[src/rtl/regfile_sb.sv]
// regfile_sb: two-read / one-write register file. Reads are registered and
// see same-edge writes (write-first). Register 0 can optionally be hard-wired
// to zero. A per-register busy scoreboard tracks destinations that have been
// reserved but not yet written back, and a population counter of busy bits
// is kept alongside it.
module regfile_sb #(
  parameter int DATA_W   = 16,
  parameter int ADDR_W   = 4,
  parameter int ZERO_REG = 0
) (
  input  logic              clock,
  input  logic              clear,
  input  logic [ADDR_W-1:0] Aaddr,
  input  logic [ADDR_W-1:0] Baddr,
  input  logic              rd_en,
  input  logic [ADDR_W-1:0] Caddr,
  input  logic [DATA_W-1:0] C,
  input  logic              load,
  input  logic              rsv,
  input  logic [ADDR_W-1:0] rsv_addr,
  output logic [DATA_W-1:0] A,
  output logic [DATA_W-1:0] B,
  output logic              A_busy,
  output logic              B_busy,
  output logic [ADDR_W:0]   busy_count
);

  localparam int DEPTH = 1 << ADDR_W;
  localparam bit HAS_ZERO = (ZERO_REG != 0);

  logic [DATA_W-1:0] mem_q [DEPTH];
  logic [DEPTH-1:0]  busy_q;
  logic [DEPTH-1:0]  busy_d;
  logic [DEPTH-1:0]  load_hit;
  logic [DEPTH-1:0]  rsv_hit;
  logic [DATA_W-1:0] a_q, a_d;
  logic [DATA_W-1:0] b_q, b_d;
  logic              a_busy_q, b_busy_q;
  logic [ADDR_W:0]   cnt_q, cnt_d;
  logic              load_ok;
  logic              rsv_ok;
  logic              cnt_inc;
  logic              cnt_dec;

  // Writes and reservations aimed at a hard-wired zero register are dropped.
  assign load_ok = load && !(HAS_ZERO && (Caddr == '0));
  assign rsv_ok  = rsv  && !(HAS_ZERO && (rsv_addr == '0));

  // Per-register next busy bit: a reservation wins over a same-edge writeback.
  generate
    for (genvar gi = 0; gi < DEPTH; gi++) begin : g_busy
      assign load_hit[gi] = load_ok && (Caddr == ADDR_W'(gi));
      assign rsv_hit[gi]  = rsv_ok && (rsv_addr == ADDR_W'(gi));
      assign busy_d[gi]   = rsv_hit[gi] | (busy_q[gi] & ~load_hit[gi]);
    end
  endgenerate

  // Count delta: a writeback only releases a busy bit that is not being
  // re-reserved on the same edge; a reservation only counts if the bit was idle.
  always_comb begin
    cnt_inc = rsv_ok && !busy_q[rsv_addr];
    cnt_dec = load_ok && busy_q[Caddr] && !(rsv_ok && (rsv_addr == Caddr));
    cnt_d   = cnt_q + {{ADDR_W{1'b0}}, cnt_inc} - {{ADDR_W{1'b0}}, cnt_dec};
  end

  // Read data next-state: zero register, then write-first bypass, then storage.
  always_comb begin
    if (HAS_ZERO && (Aaddr == '0))
      a_d = '0;
    else if (load_ok && (Caddr == Aaddr))
      a_d = C;
    else
      a_d = mem_q[Aaddr];
    if (HAS_ZERO && (Baddr == '0))
      b_d = '0;
    else if (load_ok && (Caddr == Baddr))
      b_d = C;
    else
      b_d = mem_q[Baddr];
  end

  // Register storage; clear wipes every entry.
  always_ff @(posedge clock) begin
    if (clear) begin
      for (int i = 0; i < DEPTH; i++) mem_q[i] <= '0;
    end else if (load_ok) begin
      mem_q[Caddr] <= C;
    end
  end

  // Scoreboard bits and their population count.
  always_ff @(posedge clock) begin
    if (clear) begin
      busy_q <= '0;
      cnt_q  <= '0;
    end else begin
      busy_q <= busy_d;
      cnt_q  <= cnt_d;
    end
  end

  // Registered read ports; they hold while rd_en is low.
  always_ff @(posedge clock) begin
    if (clear) begin
      a_q      <= '0;
      b_q      <= '0;
      a_busy_q <= 1'b0;
      b_busy_q <= 1'b0;
    end else if (rd_en) begin
      a_q      <= a_d;
      b_q      <= b_d;
      a_busy_q <= busy_d[Aaddr];
      b_busy_q <= busy_d[Baddr];
    end
  end

  assign A          = a_q;
  assign B          = b_q;
  assign A_busy     = a_busy_q;
  assign B_busy     = b_busy_q;
  assign busy_count = cnt_q;

endmodule

[config.mk]
export PLATFORM = sky130hd
export DESIGN_NAME = regfile_sb
export DESIGN_NICKNAME = d
export VERILOG_FILES = /design/src/rtl/regfile_sb.sv
export SDC_FILE = /design/constraint.sdc
export NUM_CORES = 1
export LEC_CHECK = 0
export ABC_CLOCK_PERIOD_IN_PS = 3700
export CORE_AREA = 2 2 178 180
export DETAILED_ROUTE_END_ITERATION = 7
export DIE_AREA = 0 0 180 182
export PLACE_DENSITY = 0.75
export SLEW_MARGIN = 10
export SYNTH_ARGS = -nofsm -noshare
export SYNTH_HDL_FRONTEND = slang
export SYNTH_SLANG_ARGS = --single-unit
[constraint.sdc]
create_clock -name clock -period 3.7 [get_ports clock]
set_input_delay 0.925 -clock clock [delete_from_list [all_inputs] [get_ports clock]]
set_output_delay 0.925 -clock clock [all_outputs]
set_load 0.05 [all_outputs]
==> results.txt <==
----------------------------------------------------
[Detailed routing]
  Vias ... 11060
  Remaining design rule violation count ... 0
  Starting DRT DRC Count ... 1312
  Count of TritonRoute iterations in the first routing pass ... 5
  DR WL/cell ... ~28 um
  Via density per instance ... roughly 6.6
  DRT antenna net count ... 0
  Total detailed-routing wirelength ... about 47000 um

[Placed design]
  # port buffers ... between 70 and 80
  Post-detail-place hpwl ... around 31000 um
  GP Congestion ... a little over 0.9

[Floorplanning]
  Die Width ... 180 um
  Starting density of the core ... a little over half
  Die extent in y ... 182 um
  Row Count ... 65
  Placeable Area ... slightly above 30000 um^2
  Die ar. ... approximately 33000 um^2
  Ports ... 76

[Critical path]
  Critical Path Sink ... busy_count[4]
  Required arrival time at the worst endpoint ... just over 4 ns
  Worst reg2reg startpoint ... busy_q[12]
  Terminus of the critical flop-to-flop path ... busy_count[4]
  Launching element of the worst setup path ... rsv_addr[1]
  Crit Path Category ... primary input to flop
  Crit path arrival time ... between 3 and 4 ns
  Worst-case reg-to-reg path depth ... 13
  Slack of the worst reg-to-reg path ... around 0.8 ns
  Worst Path Max Fanout ... 9
  CP Capture Type ... flop
  Crit path launch type ... primary input

[STA]
  Worst slew margin relative to its limit ... a little under half
  Worst Hold Margin ... ~0.49 ns
  Final Max Slew Viols ... 0
  Post-Route Skew ... 0.01956 ns
  # setup viols final ... 0
  Portion of the clock cycle consumed by the worst path in the final layout ... approximately 96%
  Max frequency ... between 200 and 300 MHz
  Final Hold Viols ... 0
  Worst Tran Pin Value ... ~0.80 ns
  Shortest period the worst path allows ... ~3.5 ns
  Setup repair after global routing missed its margin ... false

[Logic synthesis]
  Count of unique library cells instantiated by Yosys ... between 50 and 60
  Number of register bits inferred by synthesis ... 311
  Number of nets produced by synthesis ... 1200
  Simple-gate share of the synthesized area ... a little over an eighth
  Dominant combinational cell family by area after synthesis ... multiplexers
  Adder and majority cell fraction of the synthesized area ... less than 1%
  Post-Synthesis Mean Instance Area ... 14.45 um^2
  Fraction of the yosys area taken by sequential cells ... approximately 53%
  Number of synthesized flops with an enable pin ... 256
  Netlist area before placement ... 16720 um^2
  Area fraction in compound gates after synthesis ... between 4 and 5%
  Top flip-flop cell by instance count after synthesis ... sky130_fd_sc_hd__edfxtp_1
  Yosys synthesis warning count ... 0
  Fraction of registers with async set or reset after synthesis ... 0%
  Xor/xnor cell area share of the yosys netlist ... 0.8379%
  Share of synthesized area spent on multiplexers ... ~25%
  Gate count of the mapped netlist ... 1157

[Finish]
  Footprint of the multi-input gates ... around 7500 um^2
  Most common cell after layout, fill and taps aside ... sky130_fd_sc_hd__and2_1
  Fillcell total ... ~2200
  Ant. Diodes ... 0
  Register area ... between 8000 and 9000 um^2
  Synthesis-to-finish area growth ... 16.55%
  Commonest non-fill, non-tap cells in the layout ... sky130_fd_sc_hd__and2_1, sky130_fd_sc_hd__edfxtp_1, sky130_fd_sc_hd__mux4_2
  # nets final ... about 1300
  Fraction of final layout cells with drive strength greater than 1 ... between 20 and 30%

[GRT]
  GRT overflow ... 0
  Antenna violations before repair ... 0
  Global-route wire length before repair ... 70930 um
  Total global routing track utilization ... around 29%
  Vias in the first global route ... about 11000
  Largest net degree at the start of global routing ... between 60 and 70

[Status]
  Run status ... finished clean

[Clock network]
  Library cell used as clock root buffer ... sky130_fd_sc_hd__clkbuf_16
  Clock latency on the worst-skew pair ... 0.53 ns
  Clock buffers created by TritonCTS ... 34
  Maximum root-to-sink buffer count ... 3
  Register clock-pin slew on the reported worst setup and hold paths ... around 0.060 ns
  Clock tree from TritonCTS ... built
  Total of hold buffers inserted after clock tree synthesis ... 0
  Total number of H-tree levels ... 2
  TritonCTS sink count ... 311

[Job]
  Total of max-cap violations ... 0

[Power and ir drop]
  Leak ... between 7 and 8 nW
  Peak ir drop on the vdd network ... ~0.00028 V
  Power Dens Cells ... approximately 460 nW/um^2
  Pwr Total ... approximately 9 mW

[Hold path]
  Worst hold path type ... flop to flop

----------------------------------------------------
[report_power, final]
group / internal [mW] / switching [mW] / total, mW
Clock: 2.04 / 1.42 / 3.46
Combinational: 0.628 / 0.785 / 1.41
Sequential: 4.01 / 0.122 / 4.13
[state kept, by name (all words and copies together) (netlist names)]
| signal | flops |
|---|---|
| mem_q | 256 |
| A | 16 |
| B | 16 |
| busy_q | 16 |
| busy_count | 5 |
| A_busy | 1 |
| B_busy | 1 |
[metrics by stage]
stage	setup TNS, ns	std cells	utilization [%]	cell area [um^2]	setup slack, ns
2_1_floorplan	0	1157	-	16720	0.001957
3_3_place_gp	-1.313	1624	59.10	18310	-0.5544
6_report	0	1688	62.90	19490	0.1600
4_1_cts	0	1685	62.75	19440	0.03722
3_5_place_dp	-1.439	1624	59.10	18310	-0.5619
5_1_grt	0	1688	62.90	19490	0.01075
[worst max-delay path, cell delays in order]
cell and delay (ns):
sky130_fd_sc_hd__clkdlybuf4s50_1 0.68, sky130_fd_sc_hd__mux4_2 0.36, sky130_fd_sc_hd__mux4_2 0.48, sky130_fd_sc_hd__nand2b_4 0.15
sky130_fd_sc_hd__ha_1 0.28, sky130_fd_sc_hd__inv_1 0.06, sky130_fd_sc_hd__ha_2 0.16, sky130_fd_sc_hd__inv_1 0.05
sky130_fd_sc_hd__fa_2 0.35, sky130_fd_sc_hd__inv_2 0.05, sky130_fd_sc_hd__a21o_1 0.10, sky130_fd_sc_hd__a21oi_1 0.07
sky130_fd_sc_hd__xnor2_1 0.15, sky130_fd_sc_hd__nor2_1 0.05
[per-layer routing]
metal  routed length [um]  part of all wire (%)  vias to the layer above  track usage, %
li1                     -                     -                     4650               -
met1                17810                    38                     5625           39.02
met2                23100                    49                      655           48.23
met3                 4389                   9.3                      128           4.713
met4                 1826                   3.9                        0           11.97
met5                    0                     0                        -               0
[what timing repair did]
item,4_1_cts,5_1_grt
buffers inserted,0,3
resized for setup,2,7
setup endpoints to repair,1,1
pin swaps,0,3
[synth_stat cells, types with 2 or more instances]
master / number / area [um^2]
sky130_fd_sc_hd__a2111o_1: 2 / 22.52
sky130_fd_sc_hd__a211oi_1: 33 / 247.7
sky130_fd_sc_hd__a21o_1: 2 / 15.01
sky130_fd_sc_hd__a21oi_1: 19 / 95.09
sky130_fd_sc_hd__a2bb2oi_1: 2 / 17.52
sky130_fd_sc_hd__a311oi_1: 2 / 17.52
sky130_fd_sc_hd__and2_1: 260 / 1627
sky130_fd_sc_hd__and3_1: 2 / 12.51
sky130_fd_sc_hd__and3b_1: 2 / 17.52
sky130_fd_sc_hd__buf_1: 11 / 41.29
sky130_fd_sc_hd__buf_2: 20 / 100.1
sky130_fd_sc_hd__buf_4: 10 / 75.07
sky130_fd_sc_hd__buf_6: 5 / 56.30
sky130_fd_sc_hd__clkbuf_1: 59 / 221.5
sky130_fd_sc_hd__dfxtp_1: 55 / 1101
sky130_fd_sc_hd__edfxtp_1: 256 / 7687
sky130_fd_sc_hd__ha_1: 5 / 62.56
sky130_fd_sc_hd__inv_1: 12 / 45.04
sky130_fd_sc_hd__mux2i_1: 34 / 340.3
sky130_fd_sc_hd__mux4_2: 171 / 3851
sky130_fd_sc_hd__nand2_1: 17 / 63.81
sky130_fd_sc_hd__nand2b_1: 5 / 31.28
sky130_fd_sc_hd__nand3_1: 6 / 30.03
sky130_fd_sc_hd__nand3_2: 2 / 20.02
sky130_fd_sc_hd__nand3b_1: 6 / 45.04
sky130_fd_sc_hd__nand4_1: 7 / 43.79
sky130_fd_sc_hd__nand4b_1: 2 / 17.52
sky130_fd_sc_hd__nor2_1: 71 / 266.5
sky130_fd_sc_hd__nor2b_1: 5 / 31.28
sky130_fd_sc_hd__nor3_1: 4 / 20.02
sky130_fd_sc_hd__nor3b_1: 2 / 15.01
sky130_fd_sc_hd__o21a_1: 7 / 52.55
sky130_fd_sc_hd__o21ai_0: 27 / 135.1
sky130_fd_sc_hd__o21ai_1: 2 / 10.01
sky130_fd_sc_hd__o32ai_1: 2 / 17.52
sky130_fd_sc_hd__xnor2_1: 4 / 35.03
sky130_fd_sc_hd__xor2_1: 12 / 105.1
[kinds of logic after synthesis]
family | Yosys count
xor+xnor | 16
buf+inv | 117
flops | 311
compound gates | 107
mux | 205
fa+ha+maj | 6
simple gates | 395
[worst min-delay path by stage]
stage,start,end,slack (ns),cells past startpoint
floorplan,busy_q[0],busy_q[0],0.47,2
global placement,A_busy,A_busy,0.47,2
detailed placement,A_busy,A_busy,0.48,2
CTS,A[1],A[1],0.49,2
global route,A[1],A[1],0.49,2
finish,A_busy,A_busy,0.49,2
[cell type report]
cell class / instances / share of cell area, %
inverter: 12 / 0.2311
sequential: 311 / 45.09
clock inverter: 18 / 1.078
tap: 402 / 2.581
multi-input combinational: 729 / 38.34
clock buffer: 43 / 4.693
timing repair buffer: 173 / 7.986
Note: power is estimated with default switching activity, not from simulation.
